==> src/rtl/dma_write.sv <==
// SD-card write DMA: streams 1-15 consecutive 512-byte sectors from memory to the
// shared SPI master using the SD data phase (token, data, dummy CRC, response, busy).
module dma_write #(
  parameter logic [7:0]  TOKEN      = 8'hFE,
  parameter logic [7:0]  RESP_POLL  = 8'd8,
  parameter logic [15:0] BUSY_LIMIT = 16'hFFFF
) (
  input  logic        clk,
  input  logic        reset_n,
  input  logic        ce,
  input  logic [15:0] iaddr,
  input  logic [3:0]  nblocks,
  output logic [15:0] oaddr,
  input  logic [7:0]  idata,
  output logic        ready,
  output logic [7:0]  ospi_data,
  output logic        ospi_wr,
  input  logic [7:0]  ispi_data,
  input  logic        ispi_dsr,
  output logic        oerror,
  output logic [7:0]  ostatus,
  output logic [7:0]  debug
);

  typedef enum logic [3:0] {
    S_IDLE  = 4'd0,
    S_TOKEN = 4'd1,
    S_FETCH = 4'd2,
    S_DATA  = 4'd3,
    S_CRC   = 4'd4,
    S_RESP  = 4'd5,
    S_BUSY  = 4'd6
  } state_e;

  // Every byte send walks issue -> skip one ce cycle -> wait for dsr.
  typedef enum logic [1:0] {
    P_ISSUE = 2'd0,
    P_SKIP  = 2'd1,
    P_WAIT  = 2'd2
  } phase_e;

  state_e      state_q, state_d;
  phase_e      phase_q, phase_d;
  logic [3:0]  cnt_q, cnt_d;
  logic [15:0] addr_q, addr_d;
  logic [15:0] oaddr_q, oaddr_d;
  logic [9:0]  idx_q, idx_d;
  logic [7:0]  poll_q, poll_d;
  logic [15:0] busy_q, busy_d;
  logic        ready_q, ready_d;
  logic        oerror_q, oerror_d;
  logic [7:0]  ostatus_q, ostatus_d;
  logic [7:0]  spi_data_q, spi_data_d;
  logic        spi_wr_q, spi_wr_d;
  logic        is_send_s;
  logic        done_s;
  logic [7:0]  send_byte_s;

  // Byte to transmit in the current state.
  always_comb begin
    is_send_s   = 1'b0;
    send_byte_s = 8'hFF;
    case (state_q)
      S_TOKEN: begin
        is_send_s   = 1'b1;
        send_byte_s = TOKEN;
      end
      S_DATA: begin
        is_send_s   = 1'b1;
        send_byte_s = idata;
      end
      S_CRC, S_RESP, S_BUSY: begin
        is_send_s   = 1'b1;
        send_byte_s = 8'hFF;
      end
      default: begin
        is_send_s   = 1'b0;
        send_byte_s = 8'hFF;
      end
    endcase
  end

  // SPI send sub-phase: one-clk strobe, then completion when dsr returns.
  always_comb begin
    phase_d    = phase_q;
    spi_wr_d   = 1'b0;
    spi_data_d = spi_data_q;
    done_s     = 1'b0;
    if (ce && is_send_s) begin
      case (phase_q)
        P_ISSUE: begin
          spi_wr_d   = 1'b1;
          spi_data_d = send_byte_s;
          phase_d    = P_SKIP;
        end
        P_SKIP: phase_d = P_WAIT;
        P_WAIT: begin
          if (ispi_dsr) begin
            done_s  = 1'b1;
            phase_d = P_ISSUE;
          end else begin
            phase_d = P_WAIT;
          end
        end
        default: phase_d = P_ISSUE;
      endcase
    end else begin
      phase_d = phase_q;
    end
  end

  // Sector sequencing, response/busy handling and status.
  always_comb begin
    state_d   = state_q;
    cnt_d     = cnt_q;
    addr_d    = addr_q;
    oaddr_d   = oaddr_q;
    idx_d     = idx_q;
    poll_d    = poll_q;
    busy_d    = busy_q;
    ready_d   = ready_q;
    oerror_d  = oerror_q;
    ostatus_d = ostatus_q;
    if (ce) begin
      case (state_q)
        S_IDLE: begin
          if (nblocks != 4'd0) begin
            cnt_d    = nblocks;
            addr_d   = iaddr;
            oerror_d = 1'b0;
            ready_d  = 1'b0;
            state_d  = S_TOKEN;
          end else begin
            state_d = S_IDLE;
          end
        end
        S_TOKEN: begin
          if (done_s) begin
            idx_d   = 10'd0;
            oaddr_d = addr_q;
            state_d = S_FETCH;
          end else begin
            state_d = S_TOKEN;
          end
        end
        S_FETCH: state_d = S_DATA;
        S_DATA: begin
          if (done_s) begin
            addr_d = addr_q + 16'd1;
            // oaddr keeps the last byte read once the sector is complete
            if (idx_q == 10'd511) begin
              idx_d   = 10'd0;
              state_d = S_CRC;
            end else begin
              idx_d   = idx_q + 10'd1;
              oaddr_d = addr_q + 16'd1;
              state_d = S_FETCH;
            end
          end else begin
            state_d = S_DATA;
          end
        end
        S_CRC: begin
          if (done_s) begin
            if (idx_q[0]) begin
              poll_d  = 8'd0;
              state_d = S_RESP;
            end else begin
              idx_d = 10'd1;
            end
          end else begin
            state_d = S_CRC;
          end
        end
        S_RESP: begin
          if (done_s) begin
            if (ispi_data == 8'hFF) begin
              if (poll_q == RESP_POLL - 8'd1) begin
                oerror_d  = 1'b1;
                ostatus_d = 8'hFF;
                ready_d   = 1'b1;
                state_d   = S_IDLE;
              end else begin
                poll_d = poll_q + 8'd1;
              end
            end else begin
              ostatus_d = ispi_data;
              if (ispi_data[4:0] == 5'h05) begin
                busy_d  = 16'd0;
                state_d = S_BUSY;
              end else begin
                oerror_d = 1'b1;
                ready_d  = 1'b1;
                state_d  = S_IDLE;
              end
            end
          end else begin
            state_d = S_RESP;
          end
        end
        S_BUSY: begin
          if (done_s) begin
            if (ispi_data == 8'hFF) begin
              cnt_d = cnt_q - 4'd1;
              if (cnt_q == 4'd1) begin
                ready_d = 1'b1;
                state_d = S_IDLE;
              end else begin
                state_d = S_TOKEN;
              end
            end else if (busy_q == BUSY_LIMIT - 16'd1) begin
              oerror_d  = 1'b1;
              ostatus_d = 8'hEE;
              ready_d   = 1'b1;
              state_d   = S_IDLE;
            end else begin
              busy_d = busy_q + 16'd1;
            end
          end else begin
            state_d = S_BUSY;
          end
        end
        default: begin
          ready_d = 1'b1;
          state_d = S_IDLE;
        end
      endcase
    end else begin
      state_d = state_q;
    end
  end

  // State and output registers.
  always_ff @(posedge clk or negedge reset_n) begin
    if (!reset_n) begin
      state_q    <= S_IDLE;
      phase_q    <= P_ISSUE;
      cnt_q      <= 4'd0;
      addr_q     <= 16'd0;
      oaddr_q    <= 16'd0;
      idx_q      <= 10'd0;
      poll_q     <= 8'd0;
      busy_q     <= 16'd0;
      ready_q    <= 1'b1;
      oerror_q   <= 1'b0;
      ostatus_q  <= 8'd0;
      spi_data_q <= 8'hFF;
      spi_wr_q   <= 1'b0;
    end else begin
      state_q    <= state_d;
      phase_q    <= phase_d;
      cnt_q      <= cnt_d;
      addr_q     <= addr_d;
      oaddr_q    <= oaddr_d;
      idx_q      <= idx_d;
      poll_q     <= poll_d;
      busy_q     <= busy_d;
      ready_q    <= ready_d;
      oerror_q   <= oerror_d;
      ostatus_q  <= ostatus_d;
      spi_data_q <= spi_data_d;
      spi_wr_q   <= spi_wr_d;
    end
  end

  assign oaddr     = oaddr_q;
  assign ready     = ready_q;
  assign ospi_data = spi_data_q;
  assign ospi_wr   = spi_wr_q;
  assign oerror    = oerror_q;
  assign ostatus   = ostatus_q;
  assign debug     = {ready_q, oerror_q, 2'b00, state_q};

endmodule

==> config.mk <==
export PLATFORM = sky130hd
export DESIGN_NAME = dma_write
export DESIGN_NICKNAME = d
export VERILOG_FILES = /design/src/rtl/dma_write.sv
export SDC_FILE = /design/constraint.sdc
export NUM_CORES = 1
export LEC_CHECK = 0
export CAP_MARGIN = 20
export CORE_MARGIN = 2
export CORE_UTILIZATION = 55
export CTS_CLUSTER_DIAMETER = 100
export DETAILED_ROUTE_END_ITERATION = 16
export PLACE_DENSITY = 0.78
export SETUP_SLACK_MARGIN = 0.3
export SLEW_MARGIN = 20
export SYNTH_ARGS = -nofsm -noshare
export SYNTH_HDL_FRONTEND = slang
export SYNTH_SLANG_ARGS = --single-unit
==> constraint.sdc <==
create_clock -name clk -period 2.4 [get_ports clk]
set_input_delay 0.48 -clock clk [delete_from_list [all_inputs] [get_ports clk]]
set_output_delay 0.48 -clock clk [all_outputs]
set_load 0.05 [all_outputs]
==> flow_summary.toml <==
[yosys]
synth_edf_count = 0
avgSynthCellArea_um2 = 8.74
ys_seq_area_share_pct = 43.8
synth_top_area_share_pct = 39.4
yosys_warnings = 0
yosysTopAreaCell = "dfrtp_1"
ys_types = 67
ys.flop_type = "dfrtp_1"
ys_ff_latch = 94
syn_area_mm2 = 0.00540
synthCells = 617
synth_area_leaders = "dfrtp_1 39%, o31ai_1 4.9%, a21oi_1 4.5%"
async_flop_share_pct = 100

[finish]
final_cell_mix = "82 x dfrtp_1, 73 x buf_4, 55 x nand2_1, 55 x nor2_1, 54 x clkdlybuf4s50_1"
fin_cells = 878
mostFrequentLayoutCell = "dfrtp_1"
fin_nets = 787
synthToLayoutAreaGrowth_pct = 32.7
finish.utilization_pct = 74.3
diodes = 0
n_fill_cell = 745
drive_above_1_share_pct = 18.8

[worst_setup_path]
startpoint_type = "input port"
endpoint_kind = "flop"
timing.rr.start = "busy_q[0]"
worstRegToRegCells = 8
rrSetupSlack_ps = 340
critical_path_required_ps = 2700
crit_fanout = 6
r2r-end = "state_q[1]"
cp.arrival_ps = 2380
crit_type = "in2reg"

[place]
numPortBuffers = 79
gp_congestion = 0.891
placedCellCount = 836
dp_hpwl_um = 9980

[status]
run_status = "complete, no violations"

[timing]
slew_violations = 0
fin_setup_tns_ps = 0
setup_viol = 0
worst_slew_pin_slew_ps = 567
fmax_mhz = 481
post-route-min-period_ps = 2080
rsz0062_at_grt = "true"
period_share_pct = 86.7
slew_headroom_pct = 62.2
fin_skew_ps = 9.92
finalHoldViolCount = 0

[detailed_routing]
firstDrtPassIters = 5
num_vias = 5314
drc = 0
wl_per_cell_um = 17.0
antenna_left = 0
wirelength_um = 14900
drt_iter0_drc = 391
viasPerCell = 6.05

[die]
start_util_pct = 56.0
ioPinCount = 83
die_y_um = 103
die_width_um = 103
coreArea_mm2 = 0.00964
dieArea_mm2 = 0.0106
std_cell_rows = 36

[global_routing]
grt_pass1_vias = 4940
grt_overflow = 0
grt_pass1_wl_um = 23100
grtUsageTotal_pct = 27.5
grt_max_degree = 43
antenna_found_initial = 0

[clock_tree]
path_clk_slew_ps = 80
htree_num_levels = 3
holdBufCountCts = 0
cts_sinks = 94
cts.path.max_buffers = 2
cts-buffers-inserted = 9
cts_root_buf = "clkbuf_8"
clock_latency_ps = 380
cts_tree = "built"

[run]
maxCapViolations = 0

[worst_hold_path]
hold_path_class = "in2async"

[power_and_ir_drop]
p_per_area_mw_per_mm2 = 828
leakage_nw = 3.11
ir_drop_uv = 622
[worst max-delay path: stages]
cell	delay [ps]
clkdlybuf4s50_1	420
and4_4	220
a211o_4	350
o22a_4	260
or4_4	500
a21boi_2	160
[per-layer routing]
layer | vias up | track usage [%] | wire length (um)
met2 | 182 | 44.1 | 7260
li1 | 2502 | - | -
met3 | 28 | 4.20 | 830
met4 | 0 | 9.51 | 262
met1 | 2602 | 38.3 | 6560
met5 | - | 0 | 0
[sequential cells by signal (all words and copies together), names as in the netlist]
register,count
addr_q,16
busy_q,16
oaddr,16
idx_q,10
ospi_data,8
ostatus,8
poll_q,8
cnt_q,4
state_q,3
phase_q,2
oerror,1
ospi_wr,1
ready,1
[layout make-up]
type                       count  area [um2]  share of cell area [%]
clock buffer                  15         166                    2.32
tap                          133         166                    2.32
multi-input combinational    456        2940                    41.0
sequential                    94        2370                    33.1
timing repair buffer         154        1420                    19.9
inverter                      25        93.8                    1.31
clock inverter                 1        5.00                  0.0699
[what timing repair did]
action                     in CTS  in global routing
resized for setup              23                 34
cloned                          1                  3
setup endpoints to repair      34                 55
pin swaps                       5                 10
buffers inserted                7                 15
[cell usage after synthesis, drive strengths merged (15+ instances only)]
master,count
nor2,55
nand3,29
nand2,56
a21oi,48
clkbuf,31
o21ai,49
o31ai,35
dfrtp,85
buf,15
inv,25
[worst max path at each step]
stage                       to  cells past startpoint  slack (ps)          from
finish               busy_q[8]                      6         320  ispi_data[6]
global route        state_q[1]                      8         240     busy_q[0]
CTS                 state_q[2]                      7         260     busy_q[0]
detailed placement   busy_q[5]                      7        -210  ispi_data[2]
global placement     busy_q[4]                      6        -150  ispi_data[2]
floorplan            busy_q[8]                      6         290  ispi_data[4]
[through the flow]
step,area (um2),worst slack (ps),total power [W],hold WS (ps)
global placement,6590,-145,0.00486,463
CTS,6860,258,0.00586,114
finish,7160,319,0.00593,87.3
detailed placement,6590,-213,0.00494,489
floorplan,5420,290,0.00403,184
global route,7160,239,0.00626,140
[logic make-up after synthesis]
group | synth area share [%]
xor+xnor | 2.27
mux | 2.25
compound gates | 23.6
flops | 43.8
other cells | 0.0695
buf+inv | 5.64
fa+ha+maj | 1.62
simple gates | 20.7
[where the power goes]
part,leakage [nW],switching (W),internal [W],total (W)
Combinational,1.89,0.00164,0.000949,0.00259
Clock,0.0877,0.000535,0.000435,0.000970
Sequential,1.13,0.000343,0.00203,0.00237
Note: power is estimated with default switching activity, not from simulation.
